$ cat config.mk
export PLATFORM = sky130hd
export DESIGN_NAME = sprite_draw_control_flat
export DESIGN_NICKNAME = d
export VERILOG_FILES = /design/src/rtl/sprite_draw_control_pkg.sv /design/src/rtl/sprite_draw_control_if.sv /design/src/rtl/sprite_draw_control_box_scanner.sv /design/src/rtl/sprite_draw_control.sv /design/src/flat_wrapper.sv
export SDC_FILE = /design/constraint.sdc
export NUM_CORES = 1
export LEC_CHECK = 0
export ABC_AREA = 1
export CORE_ASPECT_RATIO = 0.75
export CORE_MARGIN = 2
export CORE_UTILIZATION = 46
export CTS_BUF_LIST = sky130_fd_sc_hd__clkbuf_4 sky130_fd_sc_hd__clkbuf_8 sky130_fd_sc_hd__clkbuf_16
export DETAILED_ROUTE_END_ITERATION = 10
export PLACE_DENSITY = 0.73
export RECOVER_POWER = 50
export SKIP_CTS_REPAIR_TIMING = 1
export SKIP_LAST_GASP = 1
export SYNTH_ARGS = -nofsm -noshare
export SYNTH_HDL_FRONTEND = slang
export SYNTH_SLANG_ARGS = --single-unit
$ cat constraint.sdc
create_clock -name clk -period 3 [get_ports clk]
set_input_delay 0.6 -clock clk [delete_from_list [all_inputs] [get_ports clk]]
set_output_delay 0.6 -clock clk [all_outputs]
set_load 0.01 [all_outputs]
$ cat src/rtl/sprite_draw_control_pkg.sv
// sprite_draw_control_pkg: screen geometry, colours and FSM encoding for the sprite draw controller
package sprite_draw_control_pkg;
  localparam int SCREEN_W = 160;
  localparam int SCREEN_H = 120;
  localparam int PLAYER_WIDTH = 3;
  localparam logic [2:0] BG_DEFAULT = 3'b000;
  localparam logic [2:0] PLAYER_DEFAULT = 3'b010;
  localparam logic [2:0] HIT_DEFAULT = 3'b110;
  localparam logic [2:0] ENEMY_DEFAULT = 3'b100;
  typedef enum logic [2:0] {IDLE, ERASE_P, DRAW_P, ERASE_E, PUB_E, WAIT_E, DRAW_E} state_e;
  function automatic logic is_scan(state_e s);
    return s inside {ERASE_P, DRAW_P, ERASE_E, DRAW_E};
  endfunction
endpackage

$ cat src/rtl/sprite_draw_control_if.sv
// sprite_draw_control_if: move requests from player/enemy control in, pixel writes and publish strobe out
interface sprite_draw_control_if;
  logic       player_move;
  logic [7:0] playerX;
  logic [6:0] playerY;
  logic       player_hit;
  logic       enemy_move;
  logic [7:0] enemyX;
  logic [6:0] enemyY;
  logic [2:0] enemy_width;
  logic       output_pos;
  logic [7:0] x;
  logic [6:0] y;
  logic [2:0] colour;
  logic       plot;
  logic       busy;
  modport master (
    output player_move, playerX, playerY, player_hit, enemy_move, enemyX, enemyY, enemy_width,
    input  output_pos, x, y, colour, plot, busy
  );
  modport slave (
    input  player_move, playerX, playerY, player_hit, enemy_move, enemyX, enemyY, enemy_width,
    output output_pos, x, y, colour, plot, busy
  );
endinterface

$ cat src/rtl/sprite_draw_control_box_scanner.sv
// sprite_draw_control_box_scanner: row-major w x w pixel walk with off-screen clipping
module sprite_draw_control_box_scanner
  import sprite_draw_control_pkg::*;
(
  input  logic       clk,
  input  logic       reset,
  input  logic       start,
  input  logic [7:0] base_x,
  input  logic [6:0] base_y,
  input  logic [2:0] w,
  output logic [7:0] x,
  output logic [6:0] y,
  output logic       in_bounds,
  output logic       last
);
  logic [2:0] dx_q, dx_d, dy_q, dy_d;
  logic [8:0] sx;
  logic [7:0] sy;
  logic       row_end;
  always_comb begin
    row_end = dx_q == w - 3'd1;
    last = w == 3'd0 || (row_end && dy_q == w - 3'd1);
    dx_d = start ? 3'd0 : row_end ? 3'd0 : dx_q + 3'd1;
    dy_d = start ? 3'd0 : row_end ? dy_q + 3'd1 : dy_q;
    sx = {1'b0, base_x} + {6'd0, dx_q};
    sy = {1'b0, base_y} + {5'd0, dy_q};
    in_bounds = w != 3'd0 && sx < 9'(SCREEN_W) && sy < 8'(SCREEN_H);
    x = sx[7:0];
    y = sy[6:0];
  end
  always_ff @(posedge clk or posedge reset)
    if (reset) begin
      dx_q <= '0;
      dy_q <= '0;
    end else begin
      dx_q <= dx_d;
      dy_q <= dy_d;
    end
endmodule

$ cat src/rtl/sprite_draw_control.sv
// sprite_draw_control: turns player/enemy move pulses into erase-then-redraw pixel streams,
// publishing the enemy position only once its old sprite is gone
module sprite_draw_control
  import sprite_draw_control_pkg::*;
#(
  parameter int         PLAYER_W      = PLAYER_WIDTH,
  parameter logic [2:0] BG_COLOUR     = BG_DEFAULT,
  parameter logic [2:0] PLAYER_COLOUR = PLAYER_DEFAULT,
  parameter logic [2:0] HIT_COLOUR    = HIT_DEFAULT,
  parameter logic [2:0] ENEMY_COLOUR  = ENEMY_DEFAULT
) (
  input logic clk,
  input logic reset,
  sprite_draw_control_if.slave bus
);
  state_e     state_q, state_d;
  logic       pend_p_q, pend_p_d, pend_e_q, pend_e_d;
  logic       valid_p_q, valid_p_d, valid_e_q, valid_e_d;
  logic [7:0] lpx_q, lpx_d, ex_q, ex_d;
  logic [6:0] lpy_q, lpy_d, ey_q, ey_d;
  logic [2:0] ew_q, ew_d;
  logic [7:0] x_q, x_d;
  logic [6:0] y_q, y_d;
  logic [2:0] colour_q, colour_d;
  logic       plot_q, plot_d, busy_q, busy_d, pos_q, pos_d;
  logic       is_player, start, leave, ld_e, in_bounds, last;
  logic [7:0] sx;
  logic [6:0] sy;
  assign is_player = state_q inside {ERASE_P, DRAW_P};
  sprite_draw_control_box_scanner u_scan (
    .clk(clk),
    .reset(reset),
    .start(start),
    .base_x(is_player ? lpx_q : ex_q),
    .base_y(is_player ? lpy_q : ey_q),
    .w(is_player ? 3'(PLAYER_W) : ew_q),
    .x(sx),
    .y(sy),
    .in_bounds(in_bounds),
    .last(last)
  );
  always_comb begin
    state_d = state_q;
    case (state_q)
      IDLE:    state_d = pend_p_q ? (valid_p_q ? ERASE_P : DRAW_P)
                       : pend_e_q ? (valid_e_q ? ERASE_E : PUB_E) : IDLE;
      ERASE_P: state_d = last ? DRAW_P : ERASE_P;
      DRAW_P:  state_d = last ? IDLE : DRAW_P;
      ERASE_E: state_d = last ? PUB_E : ERASE_E;
      PUB_E:   state_d = WAIT_E;
      WAIT_E:  state_d = DRAW_E;
      DRAW_E:  state_d = last ? IDLE : DRAW_E;
      default: state_d = IDLE;
    endcase
    start = is_scan(state_d) && state_d != state_q;
    leave = state_q == IDLE && state_d != IDLE;
    // a pulse on the leaving edge re-arms the flag for one more redraw
    pend_p_d = bus.player_move || (pend_p_q && !(leave && state_d inside {ERASE_P, DRAW_P}));
    pend_e_d = bus.enemy_move || (pend_e_q && !(leave && state_d inside {ERASE_E, PUB_E}));
    valid_p_d = valid_p_q || (state_q == DRAW_P && last);
    valid_e_d = valid_e_q || (state_q == DRAW_E && last);
    lpx_d = start && state_d == DRAW_P ? bus.playerX : lpx_q;
    lpy_d = start && state_d == DRAW_P ? bus.playerY : lpy_q;
    ld_e = start && state_d inside {ERASE_E, DRAW_E};
    ex_d = ld_e ? bus.enemyX : ex_q;
    ey_d = ld_e ? bus.enemyY : ey_q;
    ew_d = ld_e ? bus.enemy_width : ew_q;
    x_d = sx;
    y_d = sy;
    colour_d = state_q == DRAW_P ? (bus.player_hit ? HIT_COLOUR : PLAYER_COLOUR)
             : state_q == DRAW_E ? ENEMY_COLOUR : BG_COLOUR;
    plot_d = is_scan(state_q) && in_bounds;
    busy_d = state_q != IDLE;
    // aligned with the PUB_E state so enemy_control updates before DRAW_E samples
    pos_d = state_d == PUB_E;
  end
  always_ff @(posedge clk or posedge reset)
    if (reset) begin
      state_q <= IDLE;
      pend_p_q <= 1'b0;
      pend_e_q <= 1'b0;
      valid_p_q <= 1'b0;
      valid_e_q <= 1'b0;
      lpx_q <= '0;
      lpy_q <= '0;
      ex_q <= '0;
      ey_q <= '0;
      ew_q <= '0;
      x_q <= '0;
      y_q <= '0;
      colour_q <= '0;
      plot_q <= 1'b0;
      busy_q <= 1'b0;
      pos_q <= 1'b0;
    end else begin
      state_q <= state_d;
      pend_p_q <= pend_p_d;
      pend_e_q <= pend_e_d;
      valid_p_q <= valid_p_d;
      valid_e_q <= valid_e_d;
      lpx_q <= lpx_d;
      lpy_q <= lpy_d;
      ex_q <= ex_d;
      ey_q <= ey_d;
      ew_q <= ew_d;
      x_q <= x_d;
      y_q <= y_d;
      colour_q <= colour_d;
      plot_q <= plot_d;
      busy_q <= busy_d;
      pos_q <= pos_d;
    end
  assign bus.x = x_q;
  assign bus.y = y_q;
  assign bus.colour = colour_q;
  assign bus.plot = plot_q;
  assign bus.busy = busy_q;
  assign bus.output_pos = pos_q;
endmodule
$ cat src/flat_wrapper.sv
// flat-port wrapper written by rule: the top's interface ports become plain ports
module sprite_draw_control_flat import sprite_draw_control_pkg::*;
#(
  parameter int         PLAYER_W      = PLAYER_WIDTH,
  parameter logic [2:0] BG_COLOUR     = BG_DEFAULT,
  parameter logic [2:0] PLAYER_COLOUR = PLAYER_DEFAULT,
  parameter logic [2:0] HIT_COLOUR    = HIT_DEFAULT,
  parameter logic [2:0] ENEMY_COLOUR  = ENEMY_DEFAULT
)
  (clk, reset, bus_player_move, bus_playerX, bus_playerY, bus_player_hit, bus_enemy_move, bus_enemyX, bus_enemyY, bus_enemy_width, bus_output_pos, bus_x, bus_y, bus_colour, bus_plot, bus_busy);
  sprite_draw_control_if bus_i ();
  input logic clk;
  input logic reset;
  input wire logic [$bits(bus_i.player_move)-1:0] bus_player_move;
  input wire logic [$bits(bus_i.playerX)-1:0] bus_playerX;
  input wire logic [$bits(bus_i.playerY)-1:0] bus_playerY;
  input wire logic [$bits(bus_i.player_hit)-1:0] bus_player_hit;
  input wire logic [$bits(bus_i.enemy_move)-1:0] bus_enemy_move;
  input wire logic [$bits(bus_i.enemyX)-1:0] bus_enemyX;
  input wire logic [$bits(bus_i.enemyY)-1:0] bus_enemyY;
  input wire logic [$bits(bus_i.enemy_width)-1:0] bus_enemy_width;
  output wire logic [$bits(bus_i.output_pos)-1:0] bus_output_pos;
  output wire logic [$bits(bus_i.x)-1:0] bus_x;
  output wire logic [$bits(bus_i.y)-1:0] bus_y;
  output wire logic [$bits(bus_i.colour)-1:0] bus_colour;
  output wire logic [$bits(bus_i.plot)-1:0] bus_plot;
  output wire logic [$bits(bus_i.busy)-1:0] bus_busy;
  assign bus_i.player_move = bus_player_move;
  assign bus_i.playerX = bus_playerX;
  assign bus_i.playerY = bus_playerY;
  assign bus_i.player_hit = bus_player_hit;
  assign bus_i.enemy_move = bus_enemy_move;
  assign bus_i.enemyX = bus_enemyX;
  assign bus_i.enemyY = bus_enemyY;
  assign bus_i.enemy_width = bus_enemy_width;
  assign bus_output_pos = bus_i.output_pos;
  assign bus_x = bus_i.x;
  assign bus_y = bus_i.y;
  assign bus_colour = bus_i.colour;
  assign bus_plot = bus_i.plot;
  assign bus_busy = bus_i.busy;
  sprite_draw_control #(.PLAYER_W(PLAYER_W), .BG_COLOUR(BG_COLOUR), .PLAYER_COLOUR(PLAYER_COLOUR), .HIT_COLOUR(HIT_COLOUR), .ENEMY_COLOUR(ENEMY_COLOUR)) u_core (.clk(clk), .reset(reset), .bus(bus_i));
endmodule
==> impl_results.md <==
* Status: finished, violations left
* Failing checks: capacitance limit, slew limit
* Drt pass-1 iters at 7
* Die X-Extent at 104 um
* Global-route wire length before repair at 12,300 um
* Vias/cell at 5.12
* Critical Path RT at 3.29 ns
* Core area at 7300 um^2
* Relative slew slack at -4.02%
* Total number of vias at 2,920
* CTS tree: built
* Final wirelength at 8570 um
* Commonest non-fill, non-tap cell in the layout: nand2_1
* Min-Delay Path Depth at 2
* Worst Hold Class: flop to flop
* Number of H-tree levels at 3
* Reg2Reg Capture Point: u_core.ey_q[6]
* Period utilization at 97.3%
* Final ANT Viol Nets at 0
* Grt total ovfl at 0
* Number of enable flip-flop cells after synthesis at 0
* Crit path DAT at 3.21 ns
* N_diodes at 0
* Synth area leader: dfrtp_1
* Fraction of registers with async set/reset at 100%
* Final worst setup slack at 0.0818 ns
* CTS Sinks at 66
* All-Layer GR Usage at 19.7%
* F_max at 0.343 GHz
* Reg2reg start: u_core.state_q[2]
* Ranking of synthesized cells by area: dfrtp_1 48%, nand2_1 11%, nand4_1 3.8%
* Crit path capture type: flop
* Starting Density at 47.2%
* Flops & latches, synth at 66
* Post-synthesis average cell area at 9.18 um^2
* Largest net degree at the start of global routing at 67
* Syn-to-layout area delta at 36.5%
* Average routed wire per standard cell at 15.0 um
* Clock transition at the registers of the reported paths at 0.07 ns
* Placed wire-length estimate at 5750 um
* Vias in the first global route at 2,541
* Syn_nets at 425
* CTS root buffer: clkbuf_8
* Final hold slack at 0.473 ns
* Num rows at 27
* Worst-path fanout max at 5
* Share of cells above drive strength 1 at 23.0%
* Worst slew pin tran at 1.56 ns
* Worst-Skew Late Latency at 0.35 ns
* Final Slew Violations at 67
* Num CTS Buffers at 9
* Post-synthesis sequential area ratio at 48.0%
* Critical Path Source Type: flop
* CP peak stage delay at 0.47 ns
* Number of synthesis warnings at 0
* Synthesized area at 3440 um^2
* Hold path start: u_core.lpy_q[5]
* Top FF cell, synth: dfrtp_1
* Crit path max-delay cell type: dfrtp_2
* Critical-path cell list: inv_4 -> nand3_4 -> nand3b_2 -> inv_2 -> ha_4 -> xor2_1 -> nand3_2 -> nor2_4 -> nand2_2 -> nand2_4 -> inv_2 -> nand2_1 -> nand2_2 -> clkinvlp_4 -> nand2_4 -> o21ai_4 -> buf_4 -> buf_4 -> nand4_1 -> nand2_1
* Nets at 514
* Syn Inst Count at 375
* Number of placed I/O pins at 59
* Yosys top cell area share at 48.0%
* Hold Path End: u_core.lpy_q[5]
* Initial antenna violation count at 0
* CTS max path bufs at 2
* Hold Vio Cnt, Final at 0
* Commonest non-fill, non-tap cells in the layout: 97 x nand2_1, 64 x dfrtp_1, 52 x clkdlybuf4s50_1
* RePlAce Congestion at 0.980
* DRC viols at 0
* Initial DRC count at 228
* R2R cell count at 20
* Worst slack, placed at -0.0308 ns
* CP Class: flop to flop
* Buffers on Ports at 57
* Min Clock Period, post-route at 2.92 ns
* # setup viols final at 0
* Max-Cap Viols at 1
* Worst R2R Setup Slack at 0.08 ns
* Die Y at 78.9 um
* Post-synth cell types at 37
* Clock Skew at 0.00984 ns
* Die area at 8190 um^2
-- cell usage after synthesis (6+ instances only) --
master and number:
nand2_1 100, dfrtp_1 66, inv_1 27, nand3_1 24, nand4_1 21, nor2_1 21, xor2_1 11, ha_1 10
o21ai_0 8, a21oi_1 7, inv_2 7, mux2_2 7, mux2i_1 7, buf_2 6, nand2_2 6, nand2_4 6
-- layout make-up --
type,count,area [um^2]
sequential,66,1650
multi-input combinational,266,1760
timing repair buffer,86,810
clock inverter,4,51.3
inverter,35,140
fill,582,2600
clock buffer,12,153
tap,101,126
-- critical path: cells and delay by family (launching register included) --
family	cells	cell delay, ns
AND/OR/NAND/NOR	11	1.15
AO/OA/AOI/OAI	1	0.10
XOR/XNOR	1	0.18
flip-flops	1	0.47
buffers and inverters	6	0.69
adder cells (fa/ha/maj)	1	0.27
-- per-stage QoR --
stage	setup TNS [ns]	cell area, um^2	utilization [%]	instances
after floorplan	0	3450	-	375
after global placement	0	4200	57.6	538
after detailed placement	-0.230	4200	57.6	538
after CTS	-0.658	4410	60.4	554
after global routing	-1.56	4700	64.4	570
final	0	4700	64.4	570
-- sequential cells by signal, indices dropped and copies added (netlist names) --
name and flops:
u_core.state_q 3, u_core.ex_q 8, u_core.pend_e_q 1, u_core.pend_p_q 1
u_core.bus.output_pos 1, u_core.valid_e_q 1, u_core.ew_q 3, u_core.lpy_q 7
u_core.bus.colour 2, u_core.lpx_q 8, u_core.u_scan.dy_q 3, u_core.bus.x 8
u_core.ey_q 7, u_core.bus.y 7, u_core.bus.busy 1, u_core.bus.plot 1
u_core.valid_p_q 1, u_core.u_scan.dx_q 3
-- how the worst max path moves through the flow --
stage | from | endpoint | depth (start not counted)
final | u_core.state_q[2] | u_core.ey_q[6] | 20
after global routing | u_core.state_q[2] | u_core.ey_q[6] | 20
after CTS | u_core.state_q[2] | u_core.bus.plot | 16
after detailed placement | u_core.state_q[2] | u_core.ex_q[1] | 17
after global placement | u_core.state_q[2] | u_core.bus.plot | 16
after floorplan | u_core.state_q[2] | u_core.ew_q[1] | 22
-- cell families after synthesis --
kind of cell | after synthesis | share of synthesized area (%)
muxes | 14 | 4.33
xor gates and xnor gates | 14 | 3.56
DFF | 66 | 48.0
and+or+nand+nor | 196 | 28.5
buffers and inverters | 47 | 6.55
other | 1 | 0.109
adders and majority gates | 12 | 4.80
AOI/OAI and AO/OA | 25 | 4.15
-- layer usage --
metal  wire length, um  share of wire (%)  up-vias  track usage, %
li1                  -                  -     1405               -
met1              3990                 47     1381            27.9
met2              3770                 44      116            28.2
met3               632                7.4       18            6.65
met4               176                2.1        0            6.89
met5                 0                  0        -               0
Power is not shown: default switching activity piles up to over one toggle a cycle in this logic, so the estimate is an artifact.
